**src/rtl/is_scoreboard.sv**
```systemverilog
// Issue-stage scoreboard: per-register ready countdowns for long-latency producers,
// a zero-latency RAW stall decision for the launch-queue head, and a stall-cycle counter.
module is_scoreboard #(
    parameter int LOAD_LAT = 1,
    parameter int MUL_LAT  = 2,
    parameter int CNT_W    = 2
) (
    input  logic        clk,
    input  logic        reset,
    input  logic        flush_all,
    input  logic        es_allowin,
    input  logic        issue_valid,
    input  logic [4:0]  issue_rj,
    input  logic        issue_rj_used,
    input  logic [4:0]  issue_rkd,
    input  logic        issue_rkd_used,
    input  logic        issue_gr_we,
    input  logic [4:0]  issue_dest,
    input  logic [1:0]  issue_lat_cls,
    output logic        issue_stall,
    output logic        issue_fire,
    output logic [31:0] pending_mask,
    output logic [31:0] stall_cnt
);

    localparam logic [1:0] CLS_LOAD = 2'd1;
    localparam logic [1:0] CLS_MUL  = 2'd2;

    // r0 has no storage: it can never be pending
    logic [CNT_W-1:0] cnt_q [1:31];
    logic [CNT_W-1:0] cnt_d [1:31];
    logic [31:0]      pending;
    logic [31:0]      stall_cnt_q;
    logic [31:0]      stall_cnt_d;
    logic             rj_hazard;
    logic             rkd_hazard;
    logic             stall_w;
    logic             fire_w;

    always_comb begin
        pending = '0;
        for (int i = 1; i < 32; i++) begin
            pending[i] = (cnt_q[i] != '0);
        end
    end

    always_comb begin
        rj_hazard  = issue_rj_used  && (issue_rj  != 5'd0) && pending[issue_rj];
        rkd_hazard = issue_rkd_used && (issue_rkd != 5'd0) && pending[issue_rkd];
        stall_w    = issue_valid && (rj_hazard || rkd_hazard);
        fire_w     = issue_valid && !stall_w && es_allowin;
    end

    // Flush beats a new producer; a new producer's value beats the decrement (WAW: youngest wins)
    always_comb begin
        for (int i = 1; i < 32; i++) begin
            cnt_d[i] = cnt_q[i];
            if (flush_all) begin
                cnt_d[i] = '0;
            end else if (fire_w && issue_gr_we && (issue_dest == 5'(i))) begin
                case (issue_lat_cls)
                    CLS_LOAD: cnt_d[i] = CNT_W'(LOAD_LAT);
                    CLS_MUL:  cnt_d[i] = CNT_W'(MUL_LAT);
                    default:  cnt_d[i] = '0;
                endcase
            end else if (es_allowin && (cnt_q[i] != '0)) begin
                cnt_d[i] = cnt_q[i] - CNT_W'(1);
            end
        end
    end

    always_comb begin
        stall_cnt_d = stall_cnt_q;
        if (stall_w && (stall_cnt_q != 32'hFFFF_FFFF)) begin
            stall_cnt_d = stall_cnt_q + 32'd1;
        end
    end

    always_ff @(posedge clk or posedge reset) begin
        if (reset) begin
            for (int i = 1; i < 32; i++) begin
                cnt_q[i] <= '0;
            end
            stall_cnt_q <= '0;
        end else begin
            for (int i = 1; i < 32; i++) begin
                cnt_q[i] <= cnt_d[i];
            end
            stall_cnt_q <= stall_cnt_d;
        end
    end

    assign issue_stall  = stall_w;
    assign issue_fire   = fire_w;
    assign pending_mask = pending;
    assign stall_cnt    = stall_cnt_q;

endmodule
```
**config.mk**
```make
export PLATFORM = sky130hd
export DESIGN_NAME = is_scoreboard
export DESIGN_NICKNAME = d
export VERILOG_FILES = /design/src/rtl/is_scoreboard.sv
export SDC_FILE = /design/constraint.sdc
export NUM_CORES = 1
export LEC_CHECK = 0
export BUFFER_PORTS_ARGS = -buffer_cell sky130_fd_sc_hd__buf_2
export CORE_MARGIN = 2
export CORE_UTILIZATION = 35
export DETAILED_ROUTE_END_ITERATION = 10
export PLACE_DENSITY = 0.61
export SLEW_MARGIN = 20
export SYNTH_ARGS = -nofsm -noshare
export SYNTH_HDL_FRONTEND = slang
export SYNTH_SLANG_ARGS = --single-unit
```
**constraint.sdc**
```tcl
create_clock -name clk -period 3.35 [get_ports clk]
set_input_delay 0.8375 -clock clk [delete_from_list [all_inputs] [get_ports clk]]
set_output_delay 0.8375 -clock clk [all_outputs]
set_load 0.03 [all_outputs]
```
After elaboration in Yosys (flattened, before gate mapping) --
Cells that the tools add are included.
Word-level totals: register bits after elaboration 94, bits in latches 0, memory bits (writable) 0, bits in read-only memories 0, bits of input ports 25, output and inout port bits 66, logic and storage cells 335, memories 0
Cells by class: add/sub/neg operators 32, multipliers 0, divide/modulo/power cells 0, order comparisons 2, equality and inequality tests 34, shift-type cells 0, mux-type cells 98, bitwise gates (word level) 0, reductions and logical operators 137
Operators with widths (count):
- 2-bit 2-to-1 mux | 93
- 3-bit nonzero test | 31
- 5-bit == test, second input constant | 16
- 1-bit logical AND | 71
- 2-bit nonzero test | 31
- 2-bit by 1-bit subtractor with 2-bit output, second input constant | 31
- 5-bit by 4-bit == test with 1-bit output, second input constant | 8
- 32-bit by 1-bit adder with 32-bit output, second input constant | 1
- 32-bit inequality test, second input constant | 1
- 5-bit by 3-bit == test with 1-bit output, second input constant | 4
- 5-bit by 6-bit < comparator with 1-bit output, second input constant | 2
- 1-bit binary-select mux with 5-bit select | 2
- 5-bit by 2-bit == test with 1-bit output, second input constant | 2
- 5-bit nonzero test | 2
- 5-bit by 1-bit == test with 1-bit output, second input constant | 1
- 2-bit case mux with 2 select lines | 1
- 2-bit by 1-bit == test with 1-bit output, second input constant | 1
- 2-bit == test, second input constant | 1
- 1-bit 2-to-1 mux | 2
- 1-bit logical NOT | 1
- 1-bit logical OR | 1

Longest topological paths before layout --
Gate-level depths: netlist of run 1.
depth after elaboration 13, depth in mapped cells 10, depth with buffers taken out 9

Worst setup path after synthesis of run 1 --
No wires, ideal clock.
kind input to output, start point in issue_rkd[2], end point out issue_stall, arrival 2.934 ns, data required time 2.513 ns, setup slack -0.421 ns, cell stages on the path 8, buffers on the path 2, cells stage by stage buf_6 -> mux4_2 -> nand2b_1 -> and3_1 -> or4_4 -> and2_4 -> buf_6 -> nor2_1
Between the ends: cells in the longest elaborated chain, start to end 5, elaborated cells between the ends (all ways) 7, classes of those cells mux (2); reduce/logical (5)
Ends and longest elaborated chain:
- from (decl) | RTL line 15 | input logic [4:0] issue_rkd,
- 1-bit binary-select mux with 5-bit select / 5-bit nonzero test (equally long branches) | RTL line 49 | rkd_hazard = issue_rkd_used && (issue_rkd != 5'd0) && pending[issue_rkd];
- 1-bit 2-to-1 mux (not written as such) / 1-bit logical AND (equally long branches) | RTL line 49
- 1-bit logical AND (*) | RTL line 49
- 1-bit logical OR (*) | RTL line 50 | stall_w = issue_valid && (rj_hazard || rkd_hazard);
- 1-bit logical AND (*) | RTL line 50
- to (decl) | RTL line 20 | output logic issue_stall,
Every way passes the cells marked *; elsewhere a longest branch is shown, timed or not. The select of a mux whose other input is x is not followed.

Worst setup path in the final report of run 1 --
start point in issue_rkd[0], end point out issue_fire
Between the ends: cells in the longest elaborated chain, start to end 8, elaborated cells between the ends (all ways) 10, classes of those cells mux (2); reduce/logical (8)
Ends and longest elaborated chain:
- 1-bit binary-select mux with 5-bit select / 5-bit nonzero test (equally long branches) | RTL line 49
- 1-bit 2-to-1 mux (not written as such) / 1-bit logical AND (equally long branches) | RTL line 49
- 1-bit logical AND (*) | RTL line 49
- 1-bit logical OR (*) | RTL line 50
- 1-bit logical AND (*) | RTL line 50
- 1-bit logical NOT (*) | RTL line 51 | fire_w = issue_valid && !stall_w && es_allowin;
- 1-bit logical AND (*) (2 in a row) | RTL line 51
- to (decl) | RTL line 21 | output logic issue_fire,
Marks and branches as above.

==> key figures, run 1 <==
Outcome
  • Status: complete, but fails checks
  • Failing checks: negative setup slack

Power
  • Switching Share: 0.371
  • Sequential power share: 0.337
  • Int Pwr: 2.53 mW
  • Peak supply drop: 0.000277 V
  • Power Density: 496 nW/um^2
  • Logic gate share of total power: 0.392
  • Net Switching: approximately 1.5 mW
  • Clock Power Share: 0.270
  • Leak: 3.97 nW

Place
  • Post-place setup slack: -0.353 ns
  • GP Congestion: 0.826
  • Placed Cells: 1044
  • Placed wire-length estimate: roughly 12000 um
  • IO Port Bufs: 89

Floorplanning
  • Core Region: 18100 um^2
  • Initial Utilization: 0.360
  • Io pins: just over 90
  • Chip Width: 140 um
  • Die height: about 140 um
  • Die Footprint: around 20000 um^2
  • Site Rows: a little under 50

Setup path
  • R2R cell count: 10
  • CP Class: in2out
  • Worst-path fanout max: 7
  • Worst Setup Start Kind: input port
  • CP Capture Type: output pin
  • Worst Path Required: between 2 and 3 ns
  • Worst path slowest cell: or4_4
  • Crit path DAT: 2.69 ns
  • Crit-path cells: buf_12 > mux4_2 > a22oi_2 > nor2_1 > or4_4 > and2_4 > and3_4 > buf_6
  • Delay of the slowest critical-path stage: 0.54 ns

Logic synthesis
  • Mean Syn Cell Area: about 9.5 um^2
  • Syn nets: between 700 and 800
  • Yosys warnings: 0
  • Register bit count reported by yosys: 94
  • Top post-synthesis cells by area: dfrtp_1 36%, xnor2_1 7.7%, ha_1 6.2%, mux2i_1 5.8%, inv_1 5.7%
  • Mapped Area: 6510 um^2
  • Number of synthesized flops with an enable pin: 0
  • Leading area contributor after synthesis: dfrtp_1
  • Post-Synthesis Cells: around 690
  • Register area share after synthesis: 0.361
  • Commonest register cell after synthesis: dfrtp_1
  • Post-synth top area share: 0.361
  • Distinct cells, synth: 47
  • Async S/R FF share, synth: 1.00

Timing
  • Final cycle utilization of the critical path: 1.05
  • Final hold viol count: 0
  • Fin crit period: between 3 and 4 ns
  • RSZ-0062 raised after global routing: true
  • Slew margin rel.: 0.547
  • Final worst slack: -0.177 ns
  • F_max: around 280 MHz
  • Worst Tran Pin Value: 0.673 ns
  • Max Slew Vio Count: 0
  • Final setup viols: 2
  • Post-route clock skew: 0.0104 ns

Global routing
  • GRT Residual Overflow: 0
  • Global-route wire length before repair: 28300 um
  • Layer with the highest usage: met2
  • Vias in the first global route: roughly 5300
  • GRT met2 Usage: 0.296
  • Initial antenna violation count: 0
  • Met3 Usage GRT: 0.0274
  • Routing usage on met1: 0.251
  • Total global-route track usage: 0.181
  • Pin count of the biggest net entering global routing: between 60 and 70

CTS
  • Root buffer cell: clkbuf_16
  • H-tree depth: 3
  • Hold-fix buffers at CTS: 0
  • Worst skew pair latency: 0.35 ns
  • CTS tree: built
  • Num Clock Sinks: 94
  • Clock edge transition at the registers on the reported setup and hold paths: 0.07 ns
  • TritonCTS buffer count: 9
  • Clk buf depth: 2

Detailed routing
  • DR WL/cell: 16.0 um
  • 1st-iter DRT viols: approximately 230
  • Drt pass-1 iters: 5
  • # DRC: 0
  • Routed wire length: 17100 um
  • Via count: between 5000 and 6000
  • Antenna Nets Post-Route: 0
  • Routed vias/inst: slightly above 5

Worst hold path
  • Hold Path Class: reg2reg
  • Hold Path Depth: 1

Layout
  • Net count, final: 890
  • Area grow syn2layout: 24.7%
  • Final Non-Filler Cells: around 1100
  • Fraction of layout cells with a size suffix above 1: 0.304

Flow run
  • Max-cap viol count: 0
[kinds of logic (layout without fill, tap and decap cells)]
group | Yosys count | in the layout | share of synthesized area
mux | 81 | 81 | 0.151
fa+ha+maj | 32 | 32 | 0.0615
other cells | 1 | 2 | 0.000576
flops | 94 | 94 | 0.361
buf+inv | 133 | 284 | 0.0842
simple gates | 233 | 233 | 0.196
compound gates | 51 | 51 | 0.0617
xor+xnor | 62 | 62 | 0.0834
[critical path, delay by kind of cell]
family | cells | cell delay [ns]
muxes | 1 | 0.50
and+or+nand+nor | 4 | 0.94
AOI/OAI and AO/OA | 1 | 0.17
buffers and inverters | 2 | 0.23
[what timing repair did]
| item | CTS | global route |
|---|---|---|
| buffers inserted | 5 | 2 |
| endpoints found under the setup margin | 2 | 2 |
| pin swaps | 1 | 3 |
| resized for setup | 15 | 11 |
| hold endpoints to repair | 0 | 0 |
[power by group through the flow]
stage | sequential [mW] | combinational, mW | clock [mW]
floorplan | 1.43 | 0.992 | 0
global route | 1.38 | 1.74 | 1.16
global placement | 1.38 | 1.52 | 0
detailed placement | 1.38 | 1.53 | 0
finish | 1.36 | 1.58 | 1.09
CTS | 1.36 | 1.57 | 1.13
[registers in the layout (all words and copies together), names as in the netlist]
signal,cells
cnt_q,62
stall_cnt,32
[synth_stat cells (3+ instances only)]
| cell type | number |
|---|---|
| a211o_1 | 29 |
| clkbuf_1 | 24 |
| nor2b_1 | 34 |
| nor3b_1 | 4 |
| and2_1 | 4 |
| o21ai_0 | 5 |
| buf_2 | 3 |
| nand4b_1 | 9 |
| ha_1 | 32 |
| mux2_2 | 31 |
| inv_1 | 98 |
| nand2_1 | 22 |
| and4_1 | 7 |
| mux4_2 | 10 |
| a22oi_1 | 4 |
| nor3_1 | 4 |
| xor2_1 | 5 |
| nand4_1 | 23 |
| a21oi_1 | 5 |
| xnor2_1 | 57 |
| and3_1 | 12 |
| dfrtp_1 | 94 |
| nand3_1 | 27 |
| nand2b_1 | 4 |
| mux2i_1 | 38 |
| nor2_1 | 71 |
| buf_6 | 5 |
[cell usage in the layout (no fill, tap or decap), types with 3 or more instances in the layout]
master / instances
nor2b_1: 34
buf_12: 3
and3_1: 10
o21ai_0: 4
mux2_2: 31
xnor2_1: 57
nor3b_1: 3
and3_4: 3
clkbuf_16: 9
buf_2: 86
nand2b_1: 3
nand2_1: 22
nand4b_1: 9
dfrtp_1: 94
and2_1: 4
nand3_1: 27
a21oi_1: 5
xor2_1: 5
nor2_1: 70
and4_1: 7
a211o_1: 29
ha_2: 11
nand4_1: 23
inv_1: 97
ha_1: 20
mux4_2: 10
buf_4: 79
nor3_1: 4
mux2i_1: 38
[stage by stage]
| stage | instance area, um^2 | util | power [mW] | setup TNS, ns | hold slack [ns] |
|---|---|---|---|---|---|
| finish | 8120 | 0.449 | 4.03 | -0.284 | 0.491 |
| global route | 8110 | 0.449 | 4.28 | -0.406 | 0.524 |
| CTS | 8050 | 0.445 | 4.05 | -0.295 | 0.491 |
| detailed placement | 7660 | 0.424 | 2.92 | -3.79 | 0.480 |
| global placement | 7660 | 0.424 | 2.90 | -3.29 | 0.480 |
| floorplan | 6530 | - | 2.42 | -0.318 | 0.616 |
[cell type report]
cell class / instances / area, um^2
sequential: 94 / 2350
clock buffer: 11 / 243
inverter: 98 / 370
clock inverter: 5 / 66.3
tap: 229 / 287
antenna: 1 / 2.50
multi-input combinational: 460 / 3690
timing repair buffer: 170 / 1110
fill: 1792 / 9970
[worst paths after layout]
check                               from       endpoint  slack [ns]
setup / recovery            issue_rkd[0]     issue_fire       -0.18
hold / removal             stall_cnt[11]  stall_cnt[11]        0.49
setup reg to reg               cnt_q[48]      cnt_q[26]        0.40
hold reg to reg            stall_cnt[11]  stall_cnt[11]        0.49
max in group asynchronous          reset      cnt_q[60]        2.16
min in group asynchronous          reset   stall_cnt[4]        0.50
[routing by layer]
layer	part of all wire	vias to the layer above	wire length, um
met3	0.064	12	1100
met2	0.46	136	7840
met5	0	-	0
met1	0.46	2608	7930
li1	-	2624	-
met4	0.014	0	238
Power figures use the tool's default switching activity.
==> run 2, diff against run 1 <==
- GPL_TIMING_DRIVEN: not set -> 0
==> run 2 against run 1 <==
Effect of this change: the flow still finishes with violations (negative setup slack); combinational power hardly changed; hold slack lost 0.057 ns; flip-flop and latch count did not move; global-route usage decreased by 0.56 points; sequential share of layout area rose by 0.81 points; worst setup slack worse by 0.037 ns; cell area shrank 2.7%; total power shrank 1.9%; via count fell by 2.9%; largest cell class unchanged.
==> key figures, run 2 (synthesis gave the netlist of run 1 again) <==
Setup path
  • FF-to-FF Start: cnt_q[34]
  • Reg2Reg Setup Slack: 0.11 ns
  • Worst-path fanout max: 7
  • Worst Setup Start Kind: input port
  • Worst path slowest cell: or4_4
  • FF-to-FF End: cnt_q[20]
  • Crit-path cells: buf_12 > mux4_2 > a22oi_2 > nor2_1 > or4_4 > and2_4 > and3_4 > buf_6
  • Delay of the slowest critical-path stage: approximately 0.57 ns
  • R2R cell count: 12
  • Worst Path Required: between 2 and 3 ns
  • Crit path DAT: between 2 and 3 ns
  • CP Class: in2out
  • CP Capture Type: output pin

Global routing
  • Initial antenna violation count: 0
  • Pin count of the biggest net entering global routing: 72
  • Global-route wire length before repair: between 20000 and 30000 um
  • Vias in the first global route: 4982
  • GRT Residual Overflow: 0
  • Total global-route track usage: 0.175

Place
  • GP Congestion: 0.847
  • IO Port Bufs: 84
  • Post-place setup slack: -0.627 ns
  • Placed wire-length estimate: ~12000 um

Floorplanning
  • Die Footprint: approximately 20000 um^2
  • Core Region: 18100 um^2
  • Site Rows: 49
  • Io pins: 91
  • Chip Width: ~140 um
  • Initial Utilization: 0.360
  • Die height: 140 um

CTS
  • TritonCTS buffer count: 9
  • Num Clock Sinks: 94
  • Root buffer cell: clkbuf_16
  • Clock edge transition at the registers on the reported setup and hold paths: 0.07 ns
  • Worst skew pair latency: about 0.35 ns
  • CTS tree: built
  • Hold-fix buffers at CTS: 0
  • Clk buf depth: 2
  • H-tree depth: 3

Layout
  • Largest Register: cnt_q
  • Net count, final: 862
  • Area grow syn2layout: 21.3%
  • Commonest non-fill, non-tap cell in the layout: dfrtp_1
  • Most frequent cells in the layout: 94 x dfrtp_1, 90 x inv_1, 84 x buf_2, 70 x nor2_1, 57 x xnor2_1
  • Max FFs per register: 62
  • Final core occ: 0.437
  • Area of the multi-input gates: 3750 um^2
  • Fraction of layout cells with a size suffix above 1: 0.267
  • Filler Cells Inserted: 1746
  • FF+latch area: between 2000 and 2500 um^2
  • ANT cells: 0

Timing
  • Final hold viol count: 0
  • Final worst slack: -0.214 ns
  • Fin crit period: 3.56 ns
  • F_max: 281 MHz
  • Final setup viols: 2
  • WHS: 0.434 ns
  • Setup TNS: -0.386 ns
  • Post-route clock skew: 0.00633 ns
  • Final cycle utilization of the critical path: 1.06
  • Max Slew Vio Count: 0
  • RSZ-0062 raised after global routing: true
  • Worst Tran Pin Value: 1.03 ns
  • Slew margin rel.: 0.311

Power
  • Int Pwr: around 2.5 mW
  • Leak: between 3 and 4 nW
  • Power Density: 500 nW/um^2
  • Switching Share: 0.370
  • Peak supply drop: ~0.00050 V
  • Clock Power Share: 0.263
  • Net Switching: approximately 1.5 mW
  • Sequential power share: 0.344
  • Logic gate share of total power: 0.393
  • Total power: 3.95 mW

Outcome
  • Status: complete, but fails checks
  • Failing checks: negative setup slack

Worst hold path
  • Hold Path Class: in2async

Detailed routing
  • Antenna Nets Post-Route: 0
  • Drt pass-1 iters: 4
  • DR WL/cell: around 16 um
  • Routed wire length: 16900 um
  • 1st-iter DRT viols: between 200 and 300
  • Via count: approximately 5200
  • # DRC: 0
  • Routed vias/inst: a little over 5

Flow run
  • Max-cap viol count: 0
[run 2: power by group through the flow]
stage	sequential, mW	combinational, mW	clock (mW)
floorplan	1.43	0.992	0
global placement	1.38	1.41	0
detailed placement	1.38	1.43	0
CTS	1.36	1.52	1.08
global route	1.38	1.71	1.11
finish	1.36	1.55	1.04
[run 2: worst max path at each step]
stage	start	slack, ns	cells past startpoint	endpoint
global placement	reset	-1.28	2	cnt_q[42]
floorplan	issue_rkd[0]	-0.16	8	issue_fire
CTS	cnt_q[44]	-0.20	9	issue_fire
detailed placement	issue_rj[0]	-0.63	10	issue_fire
global route	cnt_q[48]	-0.28	9	issue_fire
finish	issue_rkd[0]	-0.21	8	issue_fire
[run 2: cell type report]
type | instances | share of cell area
Clock inverter | 7 | 0.00935
Inverter | 98 | 0.0472
Timing Repair Buffer | 108 | 0.0802
Sequential cell | 94 | 0.298
Multi-Input combinational cell | 460 | 0.475
Tap cell | 229 | 0.0363
Clock buffer | 9 | 0.0285
Buffer | 34 | 0.0254
[run 2: metal layers]
layer	global-route usage	up-vias	wire [um]
met4	0.0351	0	191
li1	-	2568	-
met1	0.239	2500	7870
met2	0.283	143	7730
met3	0.0455	14	1070
met5	0	-	0
[run 2: worst max-delay path, delay by kind of cell]
family | cells | cell delay (ns)
and+or+nand+nor | 4 | 0.97
buffers and inverters | 2 | 0.23
AOI/OAI and AO/OA | 1 | 0.16
muxes | 1 | 0.51
[run 2: repair_timing]
item / in CTS / in global routing
buffers inserted: 13 / 10
pin swaps: 3 / 2
setup endpoints to repair: 2 / 4
gates cloned: 0 / 0
resized for setup: 35 / 12
[run 2: metrics by stage]
stage / cells / cell area, um^2
finish: 1039 / 7900
global route: 1039 / 7900
CTS: 1029 / 7770
detailed placement: 1001 / 7270
global placement: 1000 / 7240
floorplan: 687 / 6530
